`src/rtl/sm83_alu.sv`:
```
// SM83 ALU: combinational 8-bit result/flag path plus the registered internal
// carry that chains a low-byte ADD into a high-byte ADC for 16-bit adds.
module sm83_alu (
  input  logic       clk,
  input  logic       reset,
  input  logic       carry_capture,
  input  logic [7:0] alu_a,
  input  logic [7:0] alu_b,
  input  logic [4:0] alu_op,
  input  logic [3:0] alu_flag_in,
  output logic [7:0] alu_out,
  output logic [3:0] alu_flag_out,
  output logic       internal_carry
);

  typedef enum logic [4:0] {
    OP_ADD  = 5'b00000, OP_ADC  = 5'b00001, OP_SUB  = 5'b00010, OP_SBC  = 5'b00011,
    OP_AND  = 5'b00100, OP_XOR  = 5'b00101, OP_OR   = 5'b00110, OP_CP   = 5'b00111,
    OP_RLC  = 5'b01000, OP_RRC  = 5'b01001, OP_RL   = 5'b01010, OP_RR   = 5'b01011,
    OP_SLA  = 5'b01100, OP_SRA  = 5'b01101, OP_SWAP = 5'b01110, OP_SRL  = 5'b01111,
    OP_DAA  = 5'b10000, OP_CPL  = 5'b10001, OP_SCF  = 5'b10010, OP_CCF  = 5'b10011,
    OP_CPYA = 5'b11000, OP_CPYB = 5'b11001, OP_INC  = 5'b11010, OP_DEC  = 5'b11011
  } alu_op_e;

  logic       cin, fz, fn, fh, fc;
  logic       add_cin, sub_cin;
  logic [8:0] sum, diff;
  logic [4:0] sum_lo, diff_lo;
  logic [7:0] daa_adj;
  logic       daa_c;

  assign cin = alu_flag_in[0];
  assign fz  = alu_flag_in[3];
  assign fn  = alu_flag_in[2];
  assign fh  = alu_flag_in[1];
  assign fc  = alu_flag_in[0];

  // Carry-in only participates for ADC/SBC; bit 4 / bit 8 of the widened
  // sums give half-carry/borrow and carry/borrow directly.
  assign add_cin = (alu_op == OP_ADC) && cin;
  assign sub_cin = (alu_op == OP_SBC) && cin;
  assign sum     = {1'b0, alu_a} + {1'b0, alu_b} + {8'd0, add_cin};
  assign sum_lo  = {1'b0, alu_a[3:0]} + {1'b0, alu_b[3:0]} + {4'd0, add_cin};
  assign diff    = {1'b0, alu_a} - {1'b0, alu_b} - {8'd0, sub_cin};
  assign diff_lo = {1'b0, alu_a[3:0]} - {1'b0, alu_b[3:0]} - {4'd0, sub_cin};

  always_comb begin
    daa_adj = 8'h00;
    daa_c   = fc;
    if (!fn) begin
      if (fh || (alu_a[3:0] > 4'h9)) daa_adj[3:0] = 4'h6;
      if (fc || (alu_a > 8'h99)) begin
        daa_adj[7:4] = 4'h6;
        daa_c        = 1'b1;
      end
    end else begin
      if (fh) daa_adj[3:0] = 4'h6;
      if (fc) daa_adj[7:4] = 4'h6;
    end
  end

  always_comb begin
    alu_out      = alu_a;
    alu_flag_out = alu_flag_in;
    case (alu_op)
      OP_ADD, OP_ADC: begin
        alu_out      = sum[7:0];
        alu_flag_out = {sum[7:0] == 8'h00, 1'b0, sum_lo[4], sum[8]};
      end
      OP_SUB, OP_SBC, OP_CP: begin
        alu_out      = (alu_op == OP_CP) ? alu_a : diff[7:0];
        alu_flag_out = {diff[7:0] == 8'h00, 1'b1, diff_lo[4], diff[8]};
      end
      OP_AND: begin
        alu_out      = alu_a & alu_b;
        alu_flag_out = {(alu_a & alu_b) == 8'h00, 3'b010};
      end
      OP_XOR: begin
        alu_out      = alu_a ^ alu_b;
        alu_flag_out = {(alu_a ^ alu_b) == 8'h00, 3'b000};
      end
      OP_OR: begin
        alu_out      = alu_a | alu_b;
        alu_flag_out = {(alu_a | alu_b) == 8'h00, 3'b000};
      end
      OP_RLC:  begin alu_out = {alu_a[6:0], alu_a[7]}; alu_flag_out[0] = alu_a[7]; end
      OP_RRC:  begin alu_out = {alu_a[0], alu_a[7:1]}; alu_flag_out[0] = alu_a[0]; end
      OP_RL:   begin alu_out = {alu_a[6:0], cin};      alu_flag_out[0] = alu_a[7]; end
      OP_RR:   begin alu_out = {cin, alu_a[7:1]};      alu_flag_out[0] = alu_a[0]; end
      OP_SLA:  begin alu_out = {alu_a[6:0], 1'b0};     alu_flag_out[0] = alu_a[7]; end
      OP_SRA:  begin alu_out = {alu_a[7], alu_a[7:1]}; alu_flag_out[0] = alu_a[0]; end
      OP_SWAP: begin alu_out = {alu_a[3:0], alu_a[7:4]}; alu_flag_out[0] = 1'b0;   end
      OP_SRL:  begin alu_out = {1'b0, alu_a[7:1]};     alu_flag_out[0] = alu_a[0]; end
      OP_DAA: begin
        alu_out      = fn ? (alu_a - daa_adj) : (alu_a + daa_adj);
        alu_flag_out = {(fn ? (alu_a - daa_adj) : (alu_a + daa_adj)) == 8'h00, fn, 1'b0, daa_c};
      end
      OP_CPL: begin
        alu_out      = ~alu_a;
        alu_flag_out = {fz, 2'b11, fc};
      end
      OP_SCF:  alu_flag_out = {fz, 3'b001};
      OP_CCF:  alu_flag_out = {fz, 2'b00, ~fc};
      OP_CPYA: alu_out = alu_a;
      OP_CPYB: alu_out = alu_b;
      OP_INC: begin
        alu_out      = alu_a + 8'd1;
        alu_flag_out = {alu_a == 8'hFF, 1'b0, alu_a[3:0] == 4'hF, fc};
      end
      OP_DEC: begin
        alu_out      = alu_a - 8'd1;
        alu_flag_out = {alu_a == 8'h01, 1'b1, alu_a[3:0] == 4'h0, fc};
      end
      default: begin
        alu_out      = alu_a;
        alu_flag_out = alu_flag_in;
      end
    endcase
    // Shift/rotate group shares Z-from-result, N=0, H=0.
    if (alu_op[4:3] == 2'b01)
      alu_flag_out[3:1] = {alu_out == 8'h00, 2'b00};
  end

  always_ff @(posedge clk) begin
    if (reset)              internal_carry <= 1'b0;
    else if (carry_capture) internal_carry <= alu_flag_out[0];
  end

endmodule

```
`config.mk`:
```
export PLATFORM = sky130hd
export DESIGN_NAME = sm83_alu
export DESIGN_NICKNAME = d
export VERILOG_FILES = /design/src/rtl/sm83_alu.sv
export SDC_FILE = /design/constraint.sdc
export NUM_CORES = 1
export LEC_CHECK = 0
export ABC_AREA = 1
export CORE_ASPECT_RATIO = 0.9
export CORE_MARGIN = 2
export CORE_UTILIZATION = 60
export CTS_CLUSTER_DIAMETER = 150
export DETAILED_ROUTE_END_ITERATION = 6
export PLACE_DENSITY = 0.94
export SLEW_MARGIN = 20
export SYNTH_ARGS = -nofsm -noshare
export SYNTH_HDL_FRONTEND = slang
export SYNTH_SLANG_ARGS = --single-unit
```
`constraint.sdc`:
```
create_clock -name clk -period 10.9 [get_ports clk]
set_input_delay 2.18 -clock clk [delete_from_list [all_inputs] [get_ports clk]]
set_output_delay 2.18 -clock clk [all_outputs]
set_load 0.1 [all_outputs]
```
==> metrics.txt, run 1 <==
top flop regs internal_carry (1); Slew HR 0.341; Seq. cell area 20.0 µm²; antenna violations before repair 0; initial drt markers between 700 and 800; Mean Syn Cell Area roughly 5 µm²; Cells after Synth 752; commonest non-fill, non-tap cells in the layout 248 x nand2_1, 105 x inv_1, 94 x nor2_1; min Tclk post-route 9.34 ns; Routed wire per std cell between 15 and 20 µm; Multi-input gate area about 3200 µm²; RSZ-0062 raised after global routing no; total track usage 0.419; Fin Clk Skew 0 ns; synthesis-stage register bit count 1; Pleak ~2.3 nW; die height 78.9 µm; n_diodes 0; wire length of the first global-routing pass ~23 mm; Clk Latency, worst-skew pair 0 ns; total grt overflow 0; Synthesis Warnings 0; DIE AREA 6890 µm²; WP data arrival between 7 and 8 ns; DPL Wire Length roughly 12 mm; Slew Limit Fails 0; max_cap viols 0; I/O Buffers 40; Reg with most FFs internal_carry; Max rail drop VDD 0.0850 mV; clock slew at reported path FFs 0 ns; DR vias 5,236; Initial Util 0.616; final hold violations 0; most common cell after layout, fill and taps aside nand2_1; core area approximately 6100 µm²; CP Capture Type primary output; DR vias/cell 6.17; largest net degree at the start of global routing 21; Critical Path Fanout Max 14; vias in the first global route 4,522; Filler Cell Count 609; # DRC 0; nets@finish 853; Setup CP Type input pin to primary output; max reg flops 1; postcts setup bufs 0; Seq/Total Area, Yosys 0.00535; post-cts resize count 0; Hold Crit Class flop to flop; post-synth cell types 35; CP Launch Type input pin; io pins 41; post-route antenna net violation count 0; Slew @ Worst Pin approximately 0.99 ns; synth-to-layout area growth 11.1%; outcome complete, no violations; power density cells 65.5 nW/µm²; Final Setup Violations 0; DIE WIDTH 87.3 µm; drt pass-1 iters 6; Routed WL 14.6 mm; layout cells sized above 1 0.0450; Mapped Area ~3700 µm²; Crit path required time 8.72 ns; Tot Pwr 0.000273 W; fin crit share 0.857; Site Rows 27; Fmax achieved 107 MHz; Synthesized Nets 826; hold buffers post-CTS 0; Setup TNS Final 0 ns; GPL Wtd Cong 1.11
## where the power goes
part | switching, W | internal, W | leakage [nW]
registers | 0.000000184 | 0.00000406 | 0.00831
logic | 0.000192 | 0.0000759 | 2.30
clock network | 0 | 0 | 0
total | 0.000193 | 0.0000800 | 2.31
## path summary, 6_finish.rpt
kind,start,to,slack (ns),depth (start not counted)
setup reg to reg,internal_carry,internal_carry,10.26,4
hold reg to reg,internal_carry,internal_carry,0.58,4
hold / removal,internal_carry,internal_carry,0.58,4
setup / recovery,alu_a[0],alu_flag_out[3],1.56,24
## layer usage
metal | track usage | vias up | wire, µm
met5 | 0 | - | 0
met4 | 0.100 | 0 | 384
met3 | 0.0353 | 43 | 2130
met2 | 0.620 | 462 | 6030
met1 | 0.644 | 2268 | 6080
li1 | - | 2463 | -
## through the flow
| stage | instances | util | setup slack (ns) | hold WS (ns) | area (µm²) |
|---|---|---|---|---|---|
| 2_1_floorplan | 752 | - | 2.14 | 0.990 | 3740 |
| 3_3_place_gp | 849 | 0.684 | 1.84 | 0.542 | 4160 |
| 3_5_place_dp | 849 | 0.684 | 1.67 | 0.580 | 4160 |
| 4_1_cts | 849 | 0.684 | 1.65 | 0.582 | 4160 |
| 5_1_grt | 849 | 0.684 | 1.19 | 0.612 | 4160 |
| 6_report | 849 | 0.684 | 1.56 | 0.583 | 4160 |
## cell type report
class / instances / area share
Inverter: 121 / 0.109
Multi-Input combinational cell: 611 / 0.761
Sequential cell: 1 / 0.00481
Tap cell: 72 / 0.0217
Timing Repair Buffer: 44 / 0.103
## cell families (layout without fill, tap and decap cells)
logic type / after synthesis / in the layout / synth area share
AND/OR/NAND/NOR: 489 / 489 / 0.565
flip-flops: 1 / 1 / 0.00535
AO/OA/AOI/OAI: 70 / 70 / 0.105
adder cells (fa/ha/maj): 46 / 46 / 0.162
buffers and inverters: 140 / 165 / 0.149
XOR/XNOR: 6 / 6 / 0.0140
## worst max-delay path, cell delays in order
cell and delay (ns):
clkdlybuf4s50_1 0.45, buf_4 0.24, clkinv_1 0.32, ha_1 0.38
inv_1 0.07, o21ai_0 0.08, o21ai_0 0.19, nand3_1 0.08
inv_1 0.10, nor2_1 0.07, ha_1 0.29, nand2_1 0.07
nand2_1 0.05, ha_1 0.35, a21oi_1 0.26, nand3_1 0.14
nand3_1 0.11, nand3_1 0.07, nor2_1 0.11, nand4_1 0.12
nor2_1 0.11, nand3_1 0.09, nand2_1 0.07, clkdlybuf4s50_1 1.13
## cell usage after synthesis, drive strengths merged
master | number | area [µm²]
a22oi | 2 | 20.0
o21ai | 32 | 160
o21bai | 2 | 15.0
nand2 | 253 | 962
o221ai | 1 | 8.76
nand3b | 7 | 52.6
a21oi | 18 | 90.1
clkbuf | 4 | 15.0
nor2 | 105 | 437
or2 | 2 | 12.5
clkinv | 5 | 18.8
xor2 | 3 | 26.3
inv | 116 | 435
a221oi | 1 | 8.76
buf | 15 | 88.8
o22ai | 12 | 75.1
nor4 | 3 | 18.8
ha | 42 | 526
xnor2 | 3 | 26.3
a41oi | 1 | 8.76
a21o | 1 | 7.51
nand4 | 24 | 150
dfxtp | 1 | 20.0
nand3 | 88 | 445
nor3 | 7 | 35.0
fa | 4 | 80.1
(Power assumes the default switching activity.)
==> run 2, diff against run 1 <==
--- a/config.mk
+++ b/config.mk
@@ -12,7 +12,6 @@
 export CTS_CLUSTER_DIAMETER = 150
 export DETAILED_ROUTE_END_ITERATION = 6
 export PLACE_DENSITY = 0.94
-export SLEW_MARGIN = 20
 export SYNTH_ARGS = -nofsm -noshare
 export SYNTH_HDL_FRONTEND = slang
 export SYNTH_SLANG_ARGS = --single-unit
==> results of run 2 <==
Same layout as run 1: the final DEF is identical, and so are final timing and power.
